### src/rtl/ctu_nstep_pkg.sv
// ctu_nstep_pkg: shared states, data-register layout and domain encodings for the NSTEP controller
package ctu_nstep_pkg;
  typedef enum logic [1:0] {IDLE, HOLD, GAP} state_t;
  localparam int CNT_W = 4;
  localparam int DOM_W = 3;
  localparam int SR_W = CNT_W + DOM_W + 1;
  localparam int GO_BIT = SR_W - 1;
  localparam int DOM_LSB = CNT_W;
  localparam int CNT_LSB = 0;
  localparam logic [DOM_W-1:0] DOM_CMP = 3'b001;
  localparam logic [DOM_W-1:0] DOM_DRAM = 3'b010;
  localparam logic [DOM_W-1:0] DOM_JBUS = 3'b100;
endpackage

### src/rtl/ctu_jtag_dr_shreg.sv
// ctu_jtag_dr_shreg: TAP data register with capture/shift and gated serial output
module ctu_jtag_dr_shreg
  import ctu_nstep_pkg::*;
#(
  parameter int W = SR_W
) (
  input  logic         clk,
  input  logic         rst_l,
  input  logic         en,
  input  logic         capture,
  input  logic         shift,
  input  logic         tdi,
  input  logic [W-1:0] cap,
  output logic [W-1:0] sr,
  output logic         tdo
);
  always_ff @(posedge clk) begin
    if (!rst_l) sr <= '0;
    else if (en && capture) sr <= cap;
    else if (en && shift) sr <= {tdi, sr[W-1:1]};
  end
  assign tdo = en & sr[0];
endmodule

### src/rtl/ctu_jtag_nstep_ctl.sv
// ctu_jtag_nstep_ctl: TCK-domain NSTEP controller launching one stretched N-step request per update
module ctu_jtag_nstep_ctl
  import ctu_nstep_pkg::*;
#(
  parameter int VLD_HOLD = 16,
  parameter int GAP_CYC = 8,
  parameter int CNT_W = ctu_nstep_pkg::CNT_W,
  parameter int DOM_W = ctu_nstep_pkg::DOM_W
) (
  input  logic             clk,
  input  logic             io_pwron_rst_l,
  input  logic             instr_nstep,
  input  logic             capture_dr,
  input  logic             shift_dr,
  input  logic             update_dr,
  input  logic             tdi,
  output logic             nstep_tdo,
  output logic [CNT_W-1:0] jtag_nstep_count,
  output logic [DOM_W-1:0] jtag_nstep_domain,
  output logic             jtag_nstep_vld,
  output logic             nstep_busy,
  output logic             nstep_ovfl
);
  localparam int SW = CNT_W + DOM_W + 1;
  localparam int MX = VLD_HOLD > GAP_CYC ? VLD_HOLD : GAP_CYC;
  localparam int CW = $clog2(MX + 1);
  logic [SW-1:0] sr;
  state_t state, state_nx;
  logic [CW-1:0] ctr, ctr_nx;
  logic upd, go, req, acc;
  ctu_jtag_dr_shreg #(.W(SW)) u_shreg (
    .clk(clk), .rst_l(io_pwron_rst_l), .en(instr_nstep), .capture(capture_dr),
    .shift(shift_dr), .tdi(tdi), .cap({nstep_busy, jtag_nstep_domain, jtag_nstep_count}),
    .sr(sr), .tdo(nstep_tdo)
  );
  // update only counts when neither higher-priority strobe is active
  assign upd = instr_nstep & update_dr & ~capture_dr & ~shift_dr;
  assign go = sr[SW-1];
  assign req = upd & go & (|sr[CNT_W +: DOM_W]);
  assign acc = req & (state == IDLE);
  always_comb begin
    state_nx = state;
    ctr_nx = ctr;
    case (state)
      IDLE: if (acc) begin
        state_nx = HOLD;
        ctr_nx = CW'(VLD_HOLD - 1);
      end
      HOLD: if (ctr == '0) begin
        state_nx = GAP_CYC == 0 ? IDLE : GAP;
        ctr_nx = GAP_CYC == 0 ? '0 : CW'(GAP_CYC - 1);
      end else ctr_nx = ctr - 1'b1;
      GAP: if (ctr == '0) state_nx = IDLE;
           else ctr_nx = ctr - 1'b1;
      default: state_nx = IDLE;
    endcase
  end
  always_ff @(posedge clk) begin
    if (!io_pwron_rst_l) begin
      state <= IDLE;
      ctr <= '0;
      jtag_nstep_count <= '0;
      jtag_nstep_domain <= '0;
      jtag_nstep_vld <= 1'b0;
      nstep_busy <= 1'b0;
      nstep_ovfl <= 1'b0;
    end else begin
      state <= state_nx;
      ctr <= ctr_nx;
      jtag_nstep_vld <= state_nx == HOLD;
      nstep_busy <= state_nx != IDLE;
      if (acc) begin
        jtag_nstep_count <= sr[0 +: CNT_W];
        jtag_nstep_domain <= sr[CNT_W +: DOM_W];
      end
      if (upd && !go) nstep_ovfl <= 1'b0;
      else if (req && state != IDLE) nstep_ovfl <= 1'b1;
    end
  end
endmodule
### config.mk
export PLATFORM = sky130hd
export DESIGN_NAME = ctu_jtag_nstep_ctl
export DESIGN_NICKNAME = d
export VERILOG_FILES = /design/src/rtl/ctu_nstep_pkg.sv /design/src/rtl/ctu_jtag_dr_shreg.sv /design/src/rtl/ctu_jtag_nstep_ctl.sv
export SDC_FILE = /design/constraint.sdc
export NUM_CORES = 1
export LEC_CHECK = 0
export ABC_CLOCK_PERIOD_IN_PS = 3350
export CORE_MARGIN = 2
export CORE_UTILIZATION = 55
export DETAILED_ROUTE_END_ITERATION = 8
export GPL_TIMING_DRIVEN = 0
export PLACE_DENSITY = 0.84
export SYNTH_ARGS = -nofsm -noshare
export SYNTH_HDL_FRONTEND = slang
export SYNTH_SLANG_ARGS = --single-unit
### constraint.sdc
create_clock -name clk -period 3.35 [get_ports clk]
set_clock_uncertainty 0.05 [all_clocks]
set_input_delay 0.5025 -clock clk [delete_from_list [all_inputs] [get_ports clk]]
set_output_delay 0.5025 -clock clk [all_outputs]
set_load 0.02 [all_outputs]
# Yosys cells after proc, flatten, opt, wreduce, memory -nomap -nowiden
# Index checks and enable logic that the tools add are counted.
# totals
register_bits,25
input_bits,7
output_inout_bits,11
wordCells,48
# classes
addsub,1
n_eq_ne,5
muxes,10
bitwise_logic,10
reduce_logical,14
# op_table
cell,n
2-to-1 mux 8 bit,2
2-to-1 mux 5 bit,3
case mux 5 bit (3 select lines),1
AND 1 bit,7
2-to-1 mux 2 bit,3
case mux 2 bit (3 select lines),1
nonzero test 2 bit,3
logical NOT 5 bit,1
subtractor 5 x 1 -> 5 bit (second input constant),1
== test 2 x 1 -> 1 bit (second input constant),2
logical AND 1 bit,4
inequality test 2 bit (second input constant),2
inverter 1 bit,3
AND reduction 3 bit,1
nonzero test 3 bit,1
OR reduction 3 bit,1
== test 2 bit (second input constant),1
logical NOT 2 bit,1
OR reduction 2 bit,1
logical NOT 1 bit,1

# Depth between registers and ports, before layout
# depth
depth_word,9
ltp_mapped,6
depth_no_buf,6

# Modules after synthesis
# Synthesis repeated with hierarchy kept, for this count alone.
# unflattened
cells_unflattened,134
area_unflattened_um2,1209.9
# by_module_without_submodules
mod,instances,cells_each,area_each_um2,seq_area_each_um2
ctu_jtag_nstep_ctl,1,95,878.3,340.3
ctu_jtag_dr_shreg,1,39,331.6,160.2

# Worst setup path after synthesis
# No wires, ideal clock.
# synth_timing
path_type,reg-to-reg
startpoint,register ctr[0]
endpoint,register ctr[3]
setup_ns,0.117
arrival_time_ns,1.587
t_required_ns,3.183
setup_slack_ns,1.596
path_stages_with_launch,7
n_path_buf,0
period_less_slack_ns,1.754
cell_sequence,dfxtp_1 > inv_1 > ha_1 > or4b_4 > a21oi_2 > o211ai_1 > a32o_2
# synth_between
elab_chain_len,3
elab_cells_between_ends,7
# synth_rtl
item,line_no,rtl
"start, declared",ctu_jtag_nstep_ctl.sv:29,"logic [CW-1:0] ctr, ctr_nx;"
"start signal, assigned",ctu_jtag_nstep_ctl.sv:69,ctr <= ctr_nx;
subtractor 5 x 1 -> 5 bit / logical NOT 5 bit (equally long branches),-,
"2-to-1 mux 5 bit, or another cell as far along",ctu_jtag_nstep_ctl.sv:53,GAP: if (ctr == '0) state_nx = IDLE;
case mux 5 bit (3 select lines) / AND reduction 3 bit (equally long branches),-,
# Several ways; a longest one is shown, not always the timed one. The select of a mux whose other input is x is not followed.
# A chain may end at the register's enable or synchronous reset.

# Worst setup path in the final report
# layout_timing
startpoint,input instr_nstep
endpoint,output nstep_tdo
# layout_between
elab_chain_len,1
# layout_rtl
item,line_no,rtl
"start, declared",ctu_jtag_nstep_ctl.sv:12,"input logic instr_nstep,"
AND 1 bit,ctu_jtag_dr_shreg.sv:22,assign tdo = en & sr[0];
"end, declared",ctu_jtag_nstep_ctl.sv:17,"output logic nstep_tdo,"
# Every way passes these cells.

==> results by group <==
Clock network
  – Post-cts resize count: 0
  – Clk sink count: 25
  – CTS buffer count: 3
  – H-tree level count: 1
  – CTS root buffer: clkbuf_4
  – Hold_buf cts: 0
  – Clock Path Buffers: 2
  – CTS tree: done
  – Post-CTS Setup Bufs: 0
  – Worst skew pair latency: 320 ps
  – Reg clk slew, reported paths: 130 ps

STA
  – Worst rel slew slack: 0.5933
  – Crit path time final: 2688 ps
  – Tcrit/Tclk final: 0.8024
  – Hold slack: 425.1 ps
  – Maximum clock frequency: 372.0 MHz
  – Post-Route Setup TNS: 0 ps
  – RSZ-0062 raised after global routing: false
  – Final setup vio count: 0
  – Worst slew pin tran: 610.0 ps
  – Final slew viol count: 0
  – Fin. Hold Viols: 0

Die
  – Io pins: 18
  – Core Rows: 17
  – Die area: 0.002687 mm²
  – Die W: 51.84 µm
  – DIE HEIGHT: 51.84 µm
  – Core ar.: 0.002191 mm²
  – Initial Util: 0.5745

Logic synthesis
  – Main combinational cell family by area after synthesis: compound AO/OA/AOI/OAI gates
  – Syn Nets: 154
  – Netlist cell types: 38
  – Post-synthesis sequential area ratio: 0.3976
  – Ys flop type: dfxtp_1
  – Mapped Area: 0.001259 mm²
  – Post-synthesis adder-cell area fraction: 0.04970
  – Number of synthesized register bits: 25
  – Post-Syn Area per Cell: 8.864 µm²
  – Yosys warning total: 0
  – Post-synth EDFFs: 0
  – Mux contribution to synthesized area: 0.05567
  – Synth Area in XOR/XNOR: 0
  – Simple-Gate Fraction of Synth Area: 0.2078
  – Asr flop ratio synth: 0
  – Synth Area in Compound Gates: 0.2505
  – Synth Instances: 142

Placement
  – DP Wirelength: 2.071 mm
  – Placer congestion estimate: 0.8376
  – PortBufs: 15

Finish
  – P&R area growth vs syn: 16.80%
  – Net total in the final layout: 174
  – ANT cells: 0
  – Layout cells sized above 1: 0.1056

Global route
  – Initial antenna violation count: 0
  – Number of global-route vias before repair: 1,085
  – Largest net degree at the start of global routing: 14
  – First-pass GRT wire length: 4.533 mm
  – GR Util All Layers: 0.2290
  – Total congestion overflow: 0

Setup path
  – Crit. End Element: output pin
  – Crit path largest cell delay: 600 ps
  – Reg2reg end: nstep_busy$_SDFF_PN0_
  – Reg2Reg Launch Point: ctr[0]$_SDFFE_PN0P_
  – Critical path fanouts, max: 10
  – Cell repeated most along the worst path: clkdlybuf4s50_1
  – Worst setup endpoint: nstep_tdo
  – Worst reg2reg setup slack: 1400 ps
  – Kind of critical path: in -> out
  – CP Launch Type: input pin
  – CP Launch Point: instr_nstep
  – CP Data Required Time: 2800 ps
  – Crit-path cells: clkdlybuf4s50_1, clkbuf_1, and2_1, clkdlybuf4s50_1
  – Critical path arrival: 2140 ps
  – CP max stage cell: clkdlybuf4s50_1
  – Worst r2r path cells: 6

Pwr
  – Static Leak: 0.6128 nW
  – VDD IR max: 0.2832 mV
  – Power per cell area: 349.0 mW/mm²
  – Power, Total: 0.5131 mW

Flow run
  – Maximum Capacitance Violations: 0

Route
  – Initial DRC Count: 12
  – Antenna-violating nets left: 0
  – Vias per cell: 5.884
  – DR DRC count: 0
  – Vias after detailed routing: 1,112
  – Routed length per instance: 15.31 µm
  – Drt total wl: 2.894 mm
  – Pre-antenna DRT Iters: 4

Status
  – Outcome: complete, no violations

Worst hold path
  – Worst hold path class: reg -> reg
## worst min-delay path by stage
| stage | startpoint | end | slack (ps) | cells after the start |
|---|---|---|---|---|
| global placement | ctr[4]$_SDFFE_PN0P_ | ctr[4]$_SDFFE_PN0P_ | 400 | 2 |
| floorplan | ctr[4]$_SDFFE_PN0P_ | ctr[4]$_SDFFE_PN0P_ | 390 | 2 |
| CTS | ctr[4]$_SDFFE_PN0P_ | ctr[4]$_SDFFE_PN0P_ | 430 | 2 |
| global route | ctr[4]$_SDFFE_PN0P_ | ctr[4]$_SDFFE_PN0P_ | 440 | 2 |
| detailed placement | ctr[4]$_SDFFE_PN0P_ | ctr[4]$_SDFFE_PN0P_ | 410 | 2 |
| finish | ctr[4]$_SDFFE_PN0P_ | ctr[4]$_SDFFE_PN0P_ | 430 | 2 |
## per-stage QoR
stage                     std cells  utilization  setup slack [ps]  cell area [µm²]
after global routing            189       0.6710             576.9             1470
after CTS                       189       0.6710             667.0             1470
final                           189       0.6710             662.0             1470
after detailed placement        185       0.6591             678.9             1444
after floorplan                 142            -              1596             1259
after global placement          185       0.6591             690.8             1444
## state kept, by name (all words and copies together), names as in the netlist
| name | flops |
|---|---|
| ctr | 5 |
| jtag_nstep_count | 4 |
| jtag_nstep_domain | 3 |
| jtag_nstep_vld | 1 |
| nstep_busy | 1 |
| nstep_ovfl | 1 |
| state | 2 |
| u_shreg.sr | 8 |
## placed cells by master (no fill, tap or decap), drive strengths merged, types with 2 or more instances in the layout
cell type and n:
o2bb2ai 4, nand2 9, o211ai 2, clkdlybuf4s50 15, clkbuf 6, nor3 3
a31oi 3, a32o 2, ha 5, nor2 16, o21ai 13, and2 2
or2 2, a211oi 2, dfxtp 25, nand3 2, mux2i 7, nor2b 3
buf 3, a21oi 16, inv 7
## synth_stat cells (2+ instances only)
cell / count / area [µm²]
dfxtp_1: 25 / 500.5
nor2_1: 16 / 60.06
a21oi_1: 15 / 75.07
nand2_1: 9 / 33.78
inv_1: 7 / 26.28
mux2i_1: 7 / 70.07
o21ai_1: 7 / 35.03
o21ai_0: 6 / 30.03
ha_1: 5 / 62.56
o2bb2ai_1: 4 / 35.03
a31oi_1: 3 / 18.77
buf_2: 3 / 15.01
nor2b_1: 3 / 18.77
nor3_1: 3 / 15.01
a211oi_1: 2 / 15.01
clkbuf_1: 2 / 7.510
nand3_1: 2 / 10.01
o211ai_1: 2 / 15.01
or2_1: 2 / 12.51
## cell families after synthesis
kind of cell | count (synthesis)
DFF | 25
and+or+nand+nor | 46
AOI/OAI and AO/OA | 47
muxes | 7
adders and majority gates | 5
buffers and inverters | 12
## final cells by class
| cell class | count | area, µm² |
|---|---|---|
| repair buffers | 15 | 150.1 |
| multi-input cells | 105 | 709.4 |
| flip-flops and latches | 25 | 500.5 |
| well taps | 28 | 35.03 |
| inverters | 7 | 26.28 |
| clock buffers | 4 | 26.28 |
| fillers | 179 | 720.7 |
| plain buffers | 5 | 22.52 |
## worst max-delay path: cells and delay by family
kind	cells	cell delay, ps
AND/OR/NAND/NOR	1	200
buffers and inverters	3	1430
## report_power, final
part           switching, mW  leakage (nW)  internal, mW
Combinational         0.0358         0.395        0.0275
Sequential           0.00826         0.203         0.306
Clock                 0.0893        0.0150        0.0466
Total                  0.133         0.613         0.380
## layer usage
metal / vias up / part of all wire / track usage
li1: 548 / - / -
met1: 525 / 0.43 / 0.2436
met2: 30 / 0.51 / 0.4219
met3: 9 / 0.038 / 0.03736
met4: 0 / 0.025 / 0.1272
met5: - / 0 / 0
Note: power is estimated with default switching activity, not from simulation.
